$ cat src/rtl/tenv_wb_pkg.sv
// Shared types for the two-master Wishbone arbiter: FSM states, grant codes
// and the width helper for the outstanding-request counter.
package tenv_wb_pkg;

  typedef enum logic [1:0] {
    ST_IDLE  = 2'd0,
    ST_BUSY  = 2'd1,
    ST_DRAIN = 2'd2
  } state_e;

  localparam logic [1:0] GNT_NONE = 2'b00;
  localparam logic [1:0] GNT_M0   = 2'b01;
  localparam logic [1:0] GNT_M1   = 2'b10;

  // Bits needed to hold the value max_val itself (4 -> 3, 15 -> 4).
  function automatic int cnt_width(input int max_val);
    int w;
    w = 1;
    while ((1 << w) <= max_val) w++;
    return w;
  endfunction

endpackage

$ cat src/rtl/tenv_wishbone_arbiter2_if.sv
// Pipelined Wishbone link. A request transfers on a cycle where cyc=1, stb=1
// and stall=0; each transferred request is answered later by exactly one ack.
interface tenv_wishbone_arbiter2_if #(
  parameter int WADDR = 10,
  parameter int WDATA = 32
);
  logic             cyc;
  logic             stb;
  logic             we;
  logic [3:0]       sel;
  logic [WADDR-1:0] adr;
  logic [WDATA-1:0] dat_w;
  logic [WDATA-1:0] dat_r;
  logic             stall;
  logic             ack;

  modport master (output cyc, stb, we, sel, adr, dat_w, input stall, ack, dat_r);
  modport slave  (input cyc, stb, we, sel, adr, dat_w, output stall, ack, dat_r);
endinterface

$ cat src/rtl/tenv_wb_outstanding_cnt.sv
// Up/down counter of issued-but-unacked requests, saturating at 0 and MAX,
// with a sticky error flag for overflow attempts and acks with nothing pending.
module tenv_wb_outstanding_cnt
  import tenv_wb_pkg::*;
#(
  parameter int MAX = 4,
  parameter int W   = cnt_width(MAX)
) (
  input  logic         clk_i,
  input  logic         rst_i,
  input  logic         inc_i,
  input  logic         dec_i,
  output logic [W-1:0] cnt_o,
  output logic         full_o,
  output logic         empty_next_o,
  output logic         err_o
);
  localparam logic [W-1:0] MAX_V = W'(MAX);

  logic [W-1:0] cnt_q, cnt_d;
  logic         err_q, err_d;
  logic         full, empty;

  assign full  = (cnt_q == MAX_V);
  assign empty = (cnt_q == '0);

  always_comb begin
    cnt_d = cnt_q;
    err_d = err_q;
    if (dec_i && empty) err_d = 1'b1;
    if (inc_i && !dec_i && full) err_d = 1'b1;
    if (inc_i && !dec_i && !full) cnt_d = cnt_q + 1'b1;
    else if (dec_i && !inc_i && !empty) cnt_d = cnt_q - 1'b1;
  end

  always_ff @(posedge clk_i or posedge rst_i) begin
    if (rst_i) begin
      cnt_q <= '0;
      err_q <= 1'b0;
    end else begin
      cnt_q <= cnt_d;
      err_q <= err_d;
    end
  end

  assign cnt_o        = cnt_q;
  assign full_o       = full;
  assign empty_next_o = (cnt_d == '0);
  assign err_o        = err_q;
endmodule

$ cat src/rtl/tenv_wishbone_arbiter2.sv
// Two-master to one-slave pipelined Wishbone arbiter. The grant is held for a
// whole master bus cycle; late acks of an abandoned cycle are drained first.
module tenv_wishbone_arbiter2
  import tenv_wb_pkg::*;
#(
  parameter int WADDR      = 10,
  parameter int WDATA      = 32,
  parameter int MAX_OUT    = 4,
  parameter int FIXED_PRIO = 0
) (
  input  logic                              clk_i,
  input  logic                              rst_i,
  tenv_wishbone_arbiter2_if.slave           m0,
  tenv_wishbone_arbiter2_if.slave           m1,
  tenv_wishbone_arbiter2_if.master          s,
  output logic [1:0]                        gnt_o,
  output logic                              err_o,
  output state_e                            state_o,
  output logic [cnt_width(MAX_OUT)-1:0]     out_cnt_o
);
  localparam int CW = cnt_width(MAX_OUT);

  state_e           state_q, state_d;
  logic [1:0]       gnt_q, gnt_d;
  logic             last_q, last_d;
  logic             pick_m0;
  logic             g_m1, sel_cyc, sel_stb, s_cyc, s_stb, g_stall;
  logic             full, empty_next, issue;
  logic [WADDR-1:0] sel_adr;
  logic [WDATA-1:0] sel_dat;

  // Data-path mux follows the registered grant; with no grant m0 is passed
  // through but cyc/stb are held low, so the slave ignores it.
  assign g_m1    = gnt_q[1];
  assign sel_cyc = g_m1 ? m1.cyc : m0.cyc;
  assign sel_stb = g_m1 ? m1.stb : m0.stb;
  assign sel_adr = g_m1 ? m1.adr : m0.adr;
  assign sel_dat = g_m1 ? m1.dat_w : m0.dat_w;
  assign s.we    = g_m1 ? m1.we : m0.we;
  assign s.sel   = g_m1 ? m1.sel : m0.sel;
  assign s.adr   = sel_adr;
  assign s.dat_w = sel_dat;
  assign m0.dat_r = s.dat_r;
  assign m1.dat_r = s.dat_r;

  always_comb begin
    s_cyc    = 1'b0;
    s_stb    = 1'b0;
    g_stall  = 1'b0;
    m0.stall = m0.stb;
    m1.stall = m1.stb;
    m0.ack   = 1'b0;
    m1.ack   = 1'b0;
    case (state_q)
      ST_BUSY: begin
        s_cyc   = sel_cyc;
        s_stb   = sel_cyc & sel_stb & ~full;
        g_stall = s.stall | (sel_stb & full);
        if (g_m1) begin
          m1.stall = g_stall;
          m1.ack   = s.ack;
        end else begin
          m0.stall = g_stall;
          m0.ack   = s.ack;
        end
      end
      // Abandoned cycle: keep cyc up so the slave can finish, swallow acks.
      ST_DRAIN: begin
        s_cyc    = 1'b1;
        m0.stall = 1'b1;
        m1.stall = 1'b1;
      end
      default: ;
    endcase
  end

  assign s.cyc = s_cyc;
  assign s.stb = s_stb;
  assign issue = s_stb & ~s.stall;

  tenv_wb_outstanding_cnt #(.MAX(MAX_OUT), .W(CW)) u_cnt (
    .clk_i        (clk_i),
    .rst_i        (rst_i),
    .inc_i        (issue),
    .dec_i        (s.ack),
    .cnt_o        (out_cnt_o),
    .full_o       (full),
    .empty_next_o (empty_next),
    .err_o        (err_o)
  );

  always_comb begin
    state_d = state_q;
    gnt_d   = gnt_q;
    last_d  = last_q;
    pick_m0 = 1'b0;
    case (state_q)
      ST_IDLE: begin
        if (m0.cyc || m1.cyc) begin
          // last_q=1 means m1 won previously, so round-robin favours m0.
          if (m0.cyc && m1.cyc) pick_m0 = (FIXED_PRIO != 0) || last_q;
          else                  pick_m0 = m0.cyc;
          state_d = ST_BUSY;
          gnt_d   = pick_m0 ? GNT_M0 : GNT_M1;
          last_d  = ~pick_m0;
        end
      end
      ST_BUSY: begin
        if (!sel_cyc) begin
          if (empty_next) begin
            state_d = ST_IDLE;
            gnt_d   = GNT_NONE;
          end else begin
            state_d = ST_DRAIN;
          end
        end
      end
      ST_DRAIN: begin
        if (empty_next) begin
          state_d = ST_IDLE;
          gnt_d   = GNT_NONE;
        end
      end
      default: begin
        state_d = ST_IDLE;
        gnt_d   = GNT_NONE;
      end
    endcase
  end

  always_ff @(posedge clk_i or posedge rst_i) begin
    if (rst_i) begin
      state_q <= ST_IDLE;
      gnt_q   <= GNT_NONE;
      last_q  <= 1'b1;
    end else begin
      state_q <= state_d;
      gnt_q   <= gnt_d;
      last_q  <= last_d;
    end
  end

  assign gnt_o   = gnt_q;
  assign state_o = state_q;
endmodule

$ cat src/flat_wrapper.sv
// flat-port wrapper written by rule: the top's interface ports become plain ports
module tenv_wishbone_arbiter2_flat import tenv_wb_pkg::*;
#(
  parameter int WADDR      = 10,
  parameter int WDATA      = 32,
  parameter int MAX_OUT    = 4,
  parameter int FIXED_PRIO = 0
)
  (clk_i, rst_i, gnt_o, err_o, state_o, out_cnt_o, m0_cyc, m0_stb, m0_we, m0_sel, m0_adr, m0_dat_w, m0_stall, m0_ack, m0_dat_r, m1_cyc, m1_stb, m1_we, m1_sel, m1_adr, m1_dat_w, m1_stall, m1_ack, m1_dat_r, s_cyc, s_stb, s_we, s_sel, s_adr, s_dat_w, s_stall, s_ack, s_dat_r);
  tenv_wishbone_arbiter2_if #(.WADDR(WADDR), .WDATA(WDATA)) m0_i ();
  tenv_wishbone_arbiter2_if #(.WADDR(WADDR), .WDATA(WDATA)) m1_i ();
  tenv_wishbone_arbiter2_if #(.WADDR(WADDR), .WDATA(WDATA)) s_i ();
  input  logic clk_i;
  input  logic rst_i;
  output logic [1:0] gnt_o;
  output logic err_o;
  output state_e state_o;
  output logic [cnt_width(MAX_OUT)-1:0] out_cnt_o;
  input wire logic [$bits(m0_i.cyc)-1:0] m0_cyc;
  input wire logic [$bits(m0_i.stb)-1:0] m0_stb;
  input wire logic [$bits(m0_i.we)-1:0] m0_we;
  input wire logic [$bits(m0_i.sel)-1:0] m0_sel;
  input wire logic [$bits(m0_i.adr)-1:0] m0_adr;
  input wire logic [$bits(m0_i.dat_w)-1:0] m0_dat_w;
  output wire logic [$bits(m0_i.stall)-1:0] m0_stall;
  output wire logic [$bits(m0_i.ack)-1:0] m0_ack;
  output wire logic [$bits(m0_i.dat_r)-1:0] m0_dat_r;
  input wire logic [$bits(m1_i.cyc)-1:0] m1_cyc;
  input wire logic [$bits(m1_i.stb)-1:0] m1_stb;
  input wire logic [$bits(m1_i.we)-1:0] m1_we;
  input wire logic [$bits(m1_i.sel)-1:0] m1_sel;
  input wire logic [$bits(m1_i.adr)-1:0] m1_adr;
  input wire logic [$bits(m1_i.dat_w)-1:0] m1_dat_w;
  output wire logic [$bits(m1_i.stall)-1:0] m1_stall;
  output wire logic [$bits(m1_i.ack)-1:0] m1_ack;
  output wire logic [$bits(m1_i.dat_r)-1:0] m1_dat_r;
  output wire logic [$bits(s_i.cyc)-1:0] s_cyc;
  output wire logic [$bits(s_i.stb)-1:0] s_stb;
  output wire logic [$bits(s_i.we)-1:0] s_we;
  output wire logic [$bits(s_i.sel)-1:0] s_sel;
  output wire logic [$bits(s_i.adr)-1:0] s_adr;
  output wire logic [$bits(s_i.dat_w)-1:0] s_dat_w;
  input wire logic [$bits(s_i.stall)-1:0] s_stall;
  input wire logic [$bits(s_i.ack)-1:0] s_ack;
  input wire logic [$bits(s_i.dat_r)-1:0] s_dat_r;
  assign m0_i.cyc = m0_cyc;
  assign m0_i.stb = m0_stb;
  assign m0_i.we = m0_we;
  assign m0_i.sel = m0_sel;
  assign m0_i.adr = m0_adr;
  assign m0_i.dat_w = m0_dat_w;
  assign m0_stall = m0_i.stall;
  assign m0_ack = m0_i.ack;
  assign m0_dat_r = m0_i.dat_r;
  assign m1_i.cyc = m1_cyc;
  assign m1_i.stb = m1_stb;
  assign m1_i.we = m1_we;
  assign m1_i.sel = m1_sel;
  assign m1_i.adr = m1_adr;
  assign m1_i.dat_w = m1_dat_w;
  assign m1_stall = m1_i.stall;
  assign m1_ack = m1_i.ack;
  assign m1_dat_r = m1_i.dat_r;
  assign s_cyc = s_i.cyc;
  assign s_stb = s_i.stb;
  assign s_we = s_i.we;
  assign s_sel = s_i.sel;
  assign s_adr = s_i.adr;
  assign s_dat_w = s_i.dat_w;
  assign s_i.stall = s_stall;
  assign s_i.ack = s_ack;
  assign s_i.dat_r = s_dat_r;
  tenv_wishbone_arbiter2 #(.WADDR(WADDR), .WDATA(WDATA), .MAX_OUT(MAX_OUT), .FIXED_PRIO(FIXED_PRIO)) u_core (.clk_i(clk_i), .rst_i(rst_i), .m0(m0_i), .m1(m1_i), .s(s_i), .gnt_o(gnt_o), .err_o(err_o), .state_o(state_o), .out_cnt_o(out_cnt_o));
endmodule
$ cat config.mk
export PLATFORM = sky130hd
export DESIGN_NAME = tenv_wishbone_arbiter2_flat
export DESIGN_NICKNAME = d
export VERILOG_FILES = /design/src/rtl/tenv_wb_pkg.sv /design/src/rtl/tenv_wishbone_arbiter2_if.sv /design/src/rtl/tenv_wb_outstanding_cnt.sv /design/src/rtl/tenv_wishbone_arbiter2.sv /design/src/flat_wrapper.sv
export SDC_FILE = /design/constraint.sdc
export NUM_CORES = 1
export LEC_CHECK = 0
export BUFFER_PORTS_ARGS = -buffer_cell sky130_fd_sc_hd__buf_4
export CAP_MARGIN = 20
export CORE_AREA = 4 4 99 101
export CTS_BUF_LIST = sky130_fd_sc_hd__clkbuf_4
export DETAILED_ROUTE_END_ITERATION = 10
export DIE_AREA = 0 0 103 105
export PLACE_DENSITY = 0.59
export SYNTH_ARGS = -nofsm -noshare
export SYNTH_HDL_FRONTEND = slang
export SYNTH_SLANG_ARGS = --single-unit
export TNS_END_PERCENT = 100
$ cat constraint.sdc
create_clock -name clk_i -period 2.9 [get_ports clk_i]
set_input_delay 0.29 -clock clk_i [delete_from_list [all_inputs] [get_ports clk_i]]
set_output_delay 0.29 -clock clk_i [all_outputs]
set_load 0.01 [all_outputs]
---- After elaboration in Yosys (flattened, before gate mapping) ----
Index checks and enable logic that the tools add are counted.
operators by class
  add/subtract/negate cells ............... 2
  equal/unequal tests ..................... 6
  mux-type cells .......................... 33
  bitwise gates (word level) .............. 8
  reduce and logical (&&, ||, !) cells .... 19
operators by type and width
  cell                                                   number
  2-to-1 mux 32 bit                                      1
  2-to-1 mux 2 bit                                       8
  2-to-1 mux 1 bit                                       15
  one-hot mux 2 bit (3 select lines)                     2
  2-to-1 mux 10 bit                                      1
  logical AND 1 bit                                      7
  logical NOT 3 bit                                      2
  2-to-1 mux 3 bit                                       2
  one-hot mux 1 bit (2 select lines)                     3
  bitwise AND 1 bit                                      4
  logical NOT 1 bit                                      4
  2-to-1 mux 4 bit                                       1
  inequality test 2 x 1 -> 1 bit, second input constant  2
  AND reduction 2 bit                                    2
  adder 3 x 1 -> 3 bit, second input constant            1
  equality test 3 bit, second input constant             1
  inverter 1 bit                                         3
  AND reduction 3 bit                                    1
  subtractor 3 x 1 -> 3 bit, second input constant       1
  equality test 2 x 1 -> 1 bit, second input constant    1
  equality test 2 bit, second input constant             1
  logical NOT 2 bit                                      1
  inequality test 2 bit, second input constant           1
  nonzero test 2 bit                                     1
  2 further kinds                                        2
storage, ports and cells
  register bits after elaboration ......... 9
  word-level logic and storage cells ...... 73

---- Depth between registers and ports, before layout ----
  depth after elaboration ................. 14
  gate-level depth with buffers ........... 7
  gate-level depth less buffers ........... 7

---- By module ----
Synthesis repeated with hierarchy kept, for this count alone.
unflattened totals
  cells, all modules ...................... 195
  area, all modules ....................... 1786.7 um2
modules (own cells, without submodules)
  module                   instances  cells each  area an instance (um2)
  tenv_wishbone_arbiter2   1          164         1481.4
  tenv_wb_outstanding_cnt  1          31          305.3

---- Worst setup path before layout ----
Ideal clock, no wire load.
  path kind ............................... register to register
  start point ............................. reg u_core.u_cnt.cnt_q[0], in the netlist u_core.u_cnt.cnt_o[0]
  end point ............................... reg u_core.gnt_q[1], in the netlist u_core.gnt_o[1]
  arrival ................................. 1987 ps
  required time ........................... 2772 ps
  slack ................................... 785 ps
  stages on the path, launching flop included .. 8
  path buffers ............................ 0
  path through ............................ dfrtp_1 inv_1 ha_1 nand2b_1 a211o_1 a211oi_1 o21ai_1 mux2_1
on the way
  cells in the longest elaborated chain, start to end .. 14
RTL lines
  what                                    RTL line                       RTL
  from (decl)                             tenv_wb_outstanding_cnt.sv:20  logic [W-1:0] cnt_q, cnt_d;
  from (signal assigned)                  tenv_wb_outstanding_cnt.sv:41  cnt_q <= cnt_d;
  equality test 3 bit                     tenv_wb_outstanding_cnt.sv:24  assign full = (cnt_q == MAX_V);
  inverter 1 bit                          tenv_wishbone_arbiter2.sv:57   s_stb = sel_cyc & sel_stb & ~full;
  bitwise AND 1 bit                       tenv_wishbone_arbiter2.sv:57
  2-to-1 mux 1 bit                        tenv_wishbone_arbiter2.sv:54   case (state_q)
  bitwise AND 1 bit                       tenv_wishbone_arbiter2.sv:79   assign issue = s_stb & ~s.stall;
  logical NOT 1 bit                       tenv_wb_outstanding_cnt.sv:33  else if (dec_i && !inc_i && !empty) cnt_d = cnt_q - 1'b1;
  logical AND 1 bit (2 in a row)          tenv_wb_outstanding_cnt.sv:33
  2-to-1 mux 3 bit                        tenv_wb_outstanding_cnt.sv:33
  2-to-1 mux 3 bit (*)                    tenv_wb_outstanding_cnt.sv:32  if (inc_i && !dec_i && !full) cnt_d = cnt_q + 1'b1;
  logical NOT 3 bit (*)                   tenv_wb_outstanding_cnt.sv:48  assign empty_next_o = (cnt_d == '0);
  2-to-1 mux 2 bit (*)                    --
  2-to-1 mux 2 bit                        --
  one-hot mux 2 bit (3 select lines) (*)  --
  to (signal assigned)                    tenv_wishbone_arbiter2.sv:138  gnt_q <= gnt_d;
  to (decl)                               tenv_wishbone_arbiter2.sv:24   logic [1:0] gnt_q, gnt_d;
Mark *: on every way between the ends. The rest lies on a longest branch, timed or not. The select of a mux whose other input is x is not followed.
A chain may end at the register's enable or synchronous reset.

---- Final worst setup path ----
  start point ............................. reg u_core.u_cnt.cnt_q[0], in the netlist u_core.u_cnt.cnt_o[0]
  end point ............................... reg u_core.gnt_q[0], in the netlist u_core.gnt_o[0]
The elaborated chain is that of the path after synthesis.

==> summary.txt <==
Routing
  • Via Count: 1746
  • DRC Markers: 0
  • Wire per inst: 14.1 µm
  • Final ANT Viol Nets: 0
  • Iter 0 DRT Violations: 36
  • Final wirelength: between 5 and 6 mm
  • Pre-antenna DRT Iters: 4
  • Vias per inst: 4.23

Cells and area
  • Share of cells above drive strength 1: 0.728
  • # diodes: 0
  • Final Core Density: 0.297
  • Area Overhead vs Synth: 49.5%
  • Post-route cell area: 0.00268 mm²
  • Nets: 443

Floorplanning
  • Die area: 0.0108 mm²
  • Core ar.: 0.00902 mm²
  • Initial Util: 0.198
  • Std-Cell Rows: 35
  • DIE WIDTH: 103 µm
  • Die H: 105 µm
  • I/O pin cnt: 259

Pwr
  • Cell Pwr Density: 697 mW/mm²
  • Peak supply drop: 0.242 mV
  • Tot Pwr: 1860 µW
  • Leak: 0.00132 µW

Logic synthesis
  • Yosys reg bits: 9
  • Sequential element share of the synthesized area: 0.127
  • Syn nets: around 350
  • Syn avg cell area: approximately 8.7 µm²
  • Synth unique cells: 35
  • Top_reg_cell synth: dfrtp_1
  • Syn Inst Count: 206
  • Syn. warnings: 0
  • Post-synth EDFFs: 0
  • Synth async-reset ratio: 1.00
  • Synthesized cell area: approximately 0.0018 mm²

Clock network
  • H-tree levels: 1
  • Number of gates resized after CTS: 0
  • CTS Root Cell: clkbuf_4
  • CTS tree: done
  • CTS Buffer Depth: 2
  • Clock Latency Late Sink: 0.26 ns
  • Setup Fix Bufs, Post-CTS: 0
  • Clock-pin transition on the worst setup and hold timing paths: roughly 0.07 ns
  • Post-cts hold buffer count: 0
  • # clock sinks: 9
  • Num CTS Buffers: 3

STA
  • RSZ-0062 raised after global routing: false
  • F_max: 430 MHz
  • Setup TNS: 0 ns
  • Worst slew pin tran: 0.438 ns
  • Max transition margin: 0.699
  • Setup Skew: approximately 0.0065 ns
  • Period utilization: 0.802
  • Max Slew Vio Count: 0
  • Hold Fails Final Rpt: 8
  • Period minus WS final: 2.33 ns
  • Final setup fails: 0
  • Hold_ws: -0.0108 ns

Global routing
  • Global route overflow: 0
  • Largest net degree at the start of global routing: 33
  • Total track usage: 0.0964
  • Vias in the first global route: 1846
  • Global-route wire length before repair: 8.45 mm
  • Initial antenna violation count: 0

Flow run
  • Maxcap violations: 0

Place
  • DP Area: 0.00265 mm²
  • Port buffer count: around 160
  • RePlAce Congestion: 0.766
  • Post-detail-place hpwl: roughly 5.1 mm

Setup path
  • CP startpoint kind: flip-flop
  • Depth of the most critical reg-to-reg path: 7
  • Worst Setup End Kind: flip-flop
  • CP required: around 3.0 ns
  • R2R Setup Slk: 0.57 ns
  • FF-to-FF End: u_core.gnt_o[0]$_DFFE_PP0P_
  • WS Path Type: flip-flop to flip-flop
  • Crit path DAT: 2.47 ns
  • Critical path peak fanout: 7
  • Reg-to-Reg Start: u_core.u_cnt.cnt_o[0]$_DFF_PP0_

Outcome
  • Failing checks: negative hold slack
  • Outcome: finished, violations left

Min path
  • Min-delay worst type: input pin to asynchronous set/reset pin
cells by family after synthesis:
group | synth area share
adders and majority gates | 0.0420
muxes | 0.332
AOI/OAI and AO/OA | 0.0895
buffers and inverters | 0.305
xor gates and xnor gates | 0.0147
DFF | 0.127
and+or+nand+nor | 0.0902
critical path, stage by stage, from the launching register on:
cell and delay [ns]:
dfrtp_1 0.45, inv_1 0.15, ha_1 0.23, nand2b_1 0.16
a211o_1 0.32, a211oi_1 0.39, o21ai_1 0.18, mux2_1 0.33
worst max path at each step:
stage / start / endpoint / slack, ns / cells past startpoint
final: u_core.u_cnt.cnt_o[0]$_DFF_PP0_ / u_core.gnt_o[0]$_DFFE_PP0P_ / 0.57 / 7
after CTS: u_core.u_cnt.cnt_o[0]$_DFF_PP0_ / u_core.gnt_o[0]$_DFFE_PP0P_ / 0.58 / 7
after detailed placement: u_core.u_cnt.cnt_o[0]$_DFF_PP0_ / u_core.gnt_o[1]$_DFFE_PP0P_ / 0.60 / 7
after global routing: u_core.u_cnt.cnt_o[0]$_DFF_PP0_ / u_core.gnt_o[1]$_DFFE_PP0P_ / 0.44 / 7
after global placement: u_core.u_cnt.cnt_o[0]$_DFF_PP0_ / u_core.gnt_o[0]$_DFFE_PP0P_ / 0.65 / 7
after floorplan: u_core.u_cnt.cnt_o[0]$_DFF_PP0_ / u_core.gnt_o[1]$_DFFE_PP0P_ / 0.78 / 7
cells in the mapped netlist, types with 2 or more instances:
master    instances  share of area
buf_4            65           0.27
mux2_2           48           0.30
nor2_1           11          0.023
dfrtp_1           8           0.11
inv_1             8          0.017
nand2_1           7          0.015
clkbuf_1          6          0.013
ha_1              6          0.042
o21ai_0           6          0.017
a21oi_1           5          0.014
mux2_1            3          0.019
xnor2_1           3          0.015
a31oi_1           2         0.0070
and3_1            2         0.0070
mux2i_1           2          0.011
nand2b_1          2         0.0070
nor4b_1           2         0.0098
o21ai_1           2         0.0056
o31ai_1           2         0.0084
layout make-up:
cell class | instances | area, µm²
clock buffer | 4 | 30.0
fill | 959 | 6350
inverter | 8 | 30.0
multi-input combinational | 117 | 1020
sequential | 9 | 228
tap | 111 | 139
timing repair buffer | 164 | 1230
report_power, final:
part           switching (µW)  internal [µW]  leakage, µW
sequential               71.6            187     0.000105
combinational             682            815      0.00120
clock                    46.7           62.5    0.0000184
cell usage in the layout, fill, tap and decap left out, types with 2 or more instances in the layout:
cell type	instances
and3_1	2
mux2_2	48
xnor2_1	3
nand2b_1	2
o21ai_0	6
nor4b_1	2
nand2_1	7
clkbuf_4	4
nor2_1	11
o31ai_1	2
buf_4	164
a31oi_1	2
dfrtp_1	7
ha_1	6
o21ai_1	2
mux2_1	3
mux2i_1	2
inv_1	8
a21oi_1	5
per-stage QoR:
stage          cells  worst slack [ns]  hold slack [ns]
6_report         413             0.573          -0.0108
5_1_grt          413             0.436           0.0288
4_1_cts          413             0.578           0.0106
3_5_place_dp     409             0.596            0.293
3_3_place_gp     409             0.651            0.288
2_1_floorplan    206             0.785            0.117
sequential cells by signal (all words and copies together) (netlist names):
name and count:
u_core.u_cnt.cnt_o 3, u_core.gnt_o 2, u_core.state_o 2, u_core.last_q 1
u_core.u_cnt.err_o 1
routing by layer:
metal	wire length, µm	vias up	share of wire	GRT usage
met5	0	-	0	0
met4	224	0	0.039	0.0490
met3	769	24	0.13	0.0274
met2	2670	129	0.46	0.158
met1	2140	756	0.37	0.112
li1	-	837	-	-
No activity file was read; power rests on OpenSTA's default activity.
